**src/rtl/servo_pkg.sv**
```systemverilog
// Shared constants and types for the roll-to-servo PWM path.
package servo_pkg;

    localparam int PERIOD_CYCLES_DEF   = 960_000;
    localparam int CENTER_CYCLES_DEF   = 72_000;
    localparam int GAIN_DEF            = 11;
    localparam int ROLL_LIM_DEF        = 2047;
    localparam int TIMEOUT_PERIODS_DEF = 25;

    localparam int CNT_W   = 20;
    localparam int WIDTH_W = 22;

    typedef logic signed [15:0] roll_t;

    // Symmetric clamp of a signed roll word to +/-lim.
    function automatic roll_t clamp_roll(input roll_t r, input int lim);
        roll_t c;
        if (r > lim)
            c = roll_t'(lim);
        else if (r < -lim)
            c = roll_t'(-lim);
        else
            c = r;
        return c;
    endfunction

endpackage

```
**src/rtl/roll_servo_pwm_nss_sync.sv**
```systemverilog
// Two-flop synchronizer for a framing strobe plus a delay flop for falling-edge detect.
module nss_sync (
    input  logic clk,
    input  logic rst,
    input  logic async_in,
    output logic fall
);

    // sync_q[0], sync_q[1] synchronize; sync_q[2] holds the previous synchronized value.
    logic [2:0] sync_q, sync_d;

    // Shift the raw input through the chain.
    always_comb begin
        sync_d = {sync_q[1:0], async_in};
    end

    // Chain idles high so reset never fakes a falling edge.
    always_ff @(posedge clk) begin
        if (rst) sync_q <= 3'b111;
        else     sync_q <= sync_d;
    end

    assign fall = sync_q[2] & ~sync_q[1];

endmodule

```
**src/rtl/roll_servo_pwm.sv**
```systemverilog
// Captures framed roll words, clamps/scales them to a pulse width and drives servo PWM.
module roll_servo_pwm
    import servo_pkg::*;
#(
    parameter int PERIOD_CYCLES   = PERIOD_CYCLES_DEF,
    parameter int CENTER_CYCLES   = CENTER_CYCLES_DEF,
    parameter int GAIN            = GAIN_DEF,
    parameter int ROLL_LIM        = ROLL_LIM_DEF,
    parameter int TIMEOUT_PERIODS = TIMEOUT_PERIODS_DEF
) (
    input  logic        clk,
    input  logic        rst,
    input  logic        nss,
    input  logic [15:0] roll,
    output logic        pwm,
    output logic        stale,
    output logic        word_stb
);

    localparam int TO_W = $clog2(TIMEOUT_PERIODS + 1);

    logic                      fall;
    logic [CNT_W-1:0]          cnt_q, cnt_d;
    logic [WIDTH_W-1:0]        active_q, active_d;
    logic [15:0]               pending_q, pending_d;
    logic                      fresh_q, fresh_d;
    logic [TO_W-1:0]           to_cnt_q, to_cnt_d;
    logic                      stale_q, stale_d;
    logic                      pwm_q, pwm_d;
    logic                      word_stb_q, word_stb_d;

    roll_t                     roll_c;
    logic signed [WIDTH_W-1:0] c_ext;
    logic signed [WIDTH_W-1:0] width;
    logic                      boundary;

    nss_sync u_nss_sync (
        .clk      (clk),
        .rst      (rst),
        .async_in (nss),
        .fall     (fall)
    );

    // Clamp and scale the pending word; always lands inside the period.
    always_comb begin
        roll_c = clamp_roll(roll_t'(pending_q), ROLL_LIM);
        c_ext  = {{(WIDTH_W-16){roll_c[15]}}, roll_c};
        width  = WIDTH_W'(CENTER_CYCLES) + c_ext * WIDTH_W'(GAIN);
    end

    assign boundary = (cnt_q == CNT_W'(PERIOD_CYCLES - 1));

    // Period counter, boundary update of the applied width, timeout and capture.
    always_comb begin
        cnt_d      = boundary ? '0 : cnt_q + CNT_W'(1);
        active_d   = active_q;
        pending_d  = pending_q;
        fresh_d    = fresh_q;
        to_cnt_d   = to_cnt_q;
        stale_d    = stale_q;
        pwm_d      = ({{(WIDTH_W-CNT_W){1'b0}}, cnt_q} < active_q);
        word_stb_d = fall;

        // Boundary acts on fresh/pending as they stood before this cycle.
        if (boundary) begin
            fresh_d = 1'b0;
            if (fresh_q) begin
                active_d = unsigned'(width);
                stale_d  = 1'b0;
                to_cnt_d = '0;
            end else begin
                if (to_cnt_q != TO_W'(TIMEOUT_PERIODS))
                    to_cnt_d = to_cnt_q + TO_W'(1);
                if (to_cnt_d == TO_W'(TIMEOUT_PERIODS)) begin
                    active_d = WIDTH_W'(CENTER_CYCLES);
                    stale_d  = 1'b1;
                end
            end
        end

        // A capture overrides the boundary's fresh clear and timeout increment.
        if (fall) begin
            pending_d = roll;
            fresh_d   = 1'b1;
            to_cnt_d  = '0;
        end
    end

    // State registers; reset restarts the period at centre width.
    always_ff @(posedge clk) begin
        if (rst) begin
            cnt_q      <= '0;
            active_q   <= WIDTH_W'(CENTER_CYCLES);
            pending_q  <= '0;
            fresh_q    <= 1'b0;
            to_cnt_q   <= '0;
            stale_q    <= 1'b1;
            pwm_q      <= 1'b0;
            word_stb_q <= 1'b0;
        end else begin
            cnt_q      <= cnt_d;
            active_q   <= active_d;
            pending_q  <= pending_d;
            fresh_q    <= fresh_d;
            to_cnt_q   <= to_cnt_d;
            stale_q    <= stale_d;
            pwm_q      <= pwm_d;
            word_stb_q <= word_stb_d;
        end
    end

    assign pwm      = pwm_q;
    assign stale    = stale_q;
    assign word_stb = word_stb_q;

endmodule

```
**config.mk**
```make
export PLATFORM = sky130hd
export DESIGN_NAME = roll_servo_pwm
export DESIGN_NICKNAME = d
export VERILOG_FILES = /design/src/rtl/servo_pkg.sv /design/src/rtl/roll_servo_pwm_nss_sync.sv /design/src/rtl/roll_servo_pwm.sv
export SDC_FILE = /design/constraint.sdc
export NUM_CORES = 1
export LEC_CHECK = 0
export ABC_AREA = 1
export BUFFER_PORTS_ARGS = -buffer_cell sky130_fd_sc_hd__buf_2
export CAP_MARGIN = 5
export CORE_MARGIN = 3
export CORE_UTILIZATION = 53
export DETAILED_ROUTE_END_ITERATION = 10
export GPL_TIMING_DRIVEN = 0
export PLACE_DENSITY = 0.7
export SETUP_SLACK_MARGIN = 0.05
export SYNTH_ARGS = -nofsm -noshare
export SYNTH_HDL_FRONTEND = slang
export SYNTH_HIERARCHICAL = 1
export SYNTH_SLANG_ARGS = --single-unit
```
**constraint.sdc**
```tcl
create_clock -name clk -period 14 [get_ports clk]
set_clock_uncertainty 0.15 [all_clocks]
set_input_delay 2.8 -clock clk [delete_from_list [all_inputs] [get_ports clk]]
set_output_delay 2.8 -clock clk [all_outputs]
set_load 0.1 [all_outputs]
```
==> summary.txt <==
Synthesis
  • #FFs+latches synth: 70
  • Syn_nets: 903
  • Synth Flop Type: dfxtp_1
  • Asr flop ratio synth: 0
  • Cell count after synthesis: 798
  • Synthesized area per cell: 6.875 um2
  • Register area share after synthesis: 0.2554
  • Number of synthesized flops with an enable pin: 0
  • Mapped cell area: 5487 um2
  • Netlist cell types: 38
  • Syn. warnings: 6

Global route
  • GRT Total Usage: 0.2208
  • Vias in the first global route: 4729
  • Grt ovf: 0
  • Initial antenna violation count: 0
  • Largest net degree at the start of global routing: 12
  • First-pass GRT wire length: 20540 um

Layout
  • Fill count: 979
  • Share of cells above drive strength 1: 0.07674
  • Nets: 935
  • N_diodes: 0
  • P&R area growth vs syn: 7.799%
  • Commonest non-fill, non-tap cells in the layout: nand2_1 (187), inv_1 (173), dfxtp_1 (70)
  • Most common cell after layout, fill and taps aside: nand2_1
  • Post-Route Utilization: 0.5968

Clock tree
  • CTS tree: yes
  • Clk sink count: 70
  • Clock-pin transition on the worst setup and hold timing paths: 70 ps
  • CTS Buf Count: 9
  • H-tree depth: 3
  • Hold-fix buffers, CTS: 0
  • Number of setup buffers added after CTS: 0
  • CTS max path bufs: 2
  • Post-CTS resize count: 0
  • Clock Latency Late Sink: 370 ps
  • Clk root buf: clkbuf_8

Route
  • Drt pass-1 iters: 5
  • Detailed Route Iter0 Violations: 244
  • Vias post-DR: 4803
  • Routed len/inst: 11.73 um
  • Post-DRT Antenna Nets: 0
  • Vias per Instance: 4.967
  • DRC violations left: 0
  • Final WL: 11350 um

Setup path
  • Worst Reg2Reg Path Length in Cells: 21
  • CP Capture Type: flip-flop
  • Arrival time worst endpoint: 5120 ps
  • Crit Path Class: flip-flop to flip-flop
  • Peak fanout along the critical path: 10
  • Crit start category: flip-flop
  • CP Data Required Time: 14090 ps

Floorplanning
  • Die width: 107.7 um
  • Die H: 107.7 um
  • # rows: 36
  • Core area: 9910 um2
  • Initial Utilization: 0.5537
  • Die ar.: 11610 um2
  • IO Count: 22

Place
  • Pre-CTS setup slack: 8963 ps
  • Post-DP HPWL: 9328 um
  • I/O Buffers: 21
  • GPL Wtd Cong: 0.8934

Power and ir drop
  • Max VDD drop: 0.07123 mV
  • Pwr Density: 100.9 nW/um2
  • Total leakage power: 2.970 nW

Run
  • Max cap viols: 0

STA
  • Fin. max-slew vios: 0
  • Worst-Margin Slew: 694.0 ps
  • Final setup fails: 0
  • Post-route setup TNS: 0 ps
  • Worst setup margin: 8975 ps
  • RSZ-0062 raised after global routing: false
  • FMAX: 0.1990 GHz
  • Rel. slew slack: 0.5356
  • Final Critical Period: 5025 ps
  • Worst hold margin: 278.7 ps
  • Final hold violation count: 0
  • Final Cycle Share: 0.3590

Outcome
  • Outcome: complete, no violations

Hold path
  • Worst hold path class: flip-flop to flip-flop
  • Hold-critical path depth: 2
critical path, stage by stage, from the launching register on:
cell and delay, ps:
dfxtp_1 340, inv_1 70, nor4_1 270, o311ai_0 170, ha_1 380, inv_1 70
clkbuf_1 220, a21oi_1 330, inv_1 150, ha_1 340, fa_1 530, inv_1 50
fa_1 520, inv_1 40, ha_1 360, nand2_1 160, inv_1 50, a21oi_1 130
nand2_1 130, or2_2 290, nand3_1 80, a21oi_1 60
power by group:
group	internal, mW	switching (mW)
combinational	0.0908	0.162
sequential	0.202	0.00198
clock	0.0627	0.0778
path summary, 6_finish.rpt:
check             slack, ps            startpoint                    to
hold / removal          280  u_nss_sync/sync_q[0]  u_nss_sync/sync_q[1]
setup / recovery       8970         pending_q[15]          active_q[10]
setup reg to reg       8970         pending_q[15]          active_q[10]
hold reg to reg         280  u_nss_sync/sync_q[0]  u_nss_sync/sync_q[1]
flip-flops by register name, indices dropped and copies added, names as in the netlist:
name and cells:
u_nss_sync/sync_q 3, cnt_q 20, active_q 22, pending_q 16
stale 1, pwm 1, word_stb 1, to_cnt_q 5
fresh_q 1
metal layers:
layer	track usage	share of wire	up-vias
met1	0.2545	0.44	2149
li1	-	-	2560
met3	0.04499	0.039	10
met5	0	0	-
met4	0.08386	0.012	0
met2	0.3988	0.51	84
cells in the mapped netlist, types with 7 or more instances:
| master | number | share of area |
|---|---|---|
| a21oi_1 | 59 | 0.054 |
| clkbuf_1 | 10 | 0.0068 |
| dfxtp_1 | 70 | 0.26 |
| fa_1 | 19 | 0.069 |
| ha_1 | 67 | 0.15 |
| inv_1 | 173 | 0.12 |
| nand2_1 | 187 | 0.13 |
| nand3_1 | 45 | 0.041 |
| nand4_1 | 9 | 0.010 |
| nor2_1 | 55 | 0.038 |
| nor3_1 | 12 | 0.011 |
| o21ai_0 | 31 | 0.028 |
| xor2_1 | 7 | 0.011 |
kinds of logic after synthesis:
| family | Yosys count | synth area share |
|---|---|---|
| adders and majority gates | 86 | 0.2221 |
| DFF | 70 | 0.2554 |
| buffers and inverters | 191 | 0.1371 |
| AOI/OAI and AO/OA | 99 | 0.09419 |
| and+or+nand+nor | 343 | 0.2769 |
| xor gates and xnor gates | 9 | 0.01437 |
final cells by class:
| cell class | instances | area (um2) | share of cell area |
|---|---|---|---|
| Buffer | 15 | 86.33 | 0.01460 |
| Clock buffer | 11 | 131.4 | 0.02221 |
| Clock inverter | 4 | 25.02 | 0.004231 |
| Inverter | 176 | 665.6 | 0.1125 |
| Multi-Input combinational cell | 537 | 3333 | 0.5636 |
| Sequential cell | 70 | 1401 | 0.2369 |
| Tap cell | 133 | 166.4 | 0.02814 |
| Timing Repair Buffer | 21 | 105.1 | 0.01777 |
metrics by stage:
step | total power [mW] | instances | area, um2
global placement | 0.4556 | 952 | 5758
finish | 0.5968 | 967 | 5914
CTS | 0.6043 | 967 | 5914
floorplan | 0.4073 | 798 | 5487
global route | 0.6583 | 967 | 5914
detailed placement | 0.4622 | 952 | 5758
No activity file was read; power rests on OpenSTA's default activity.
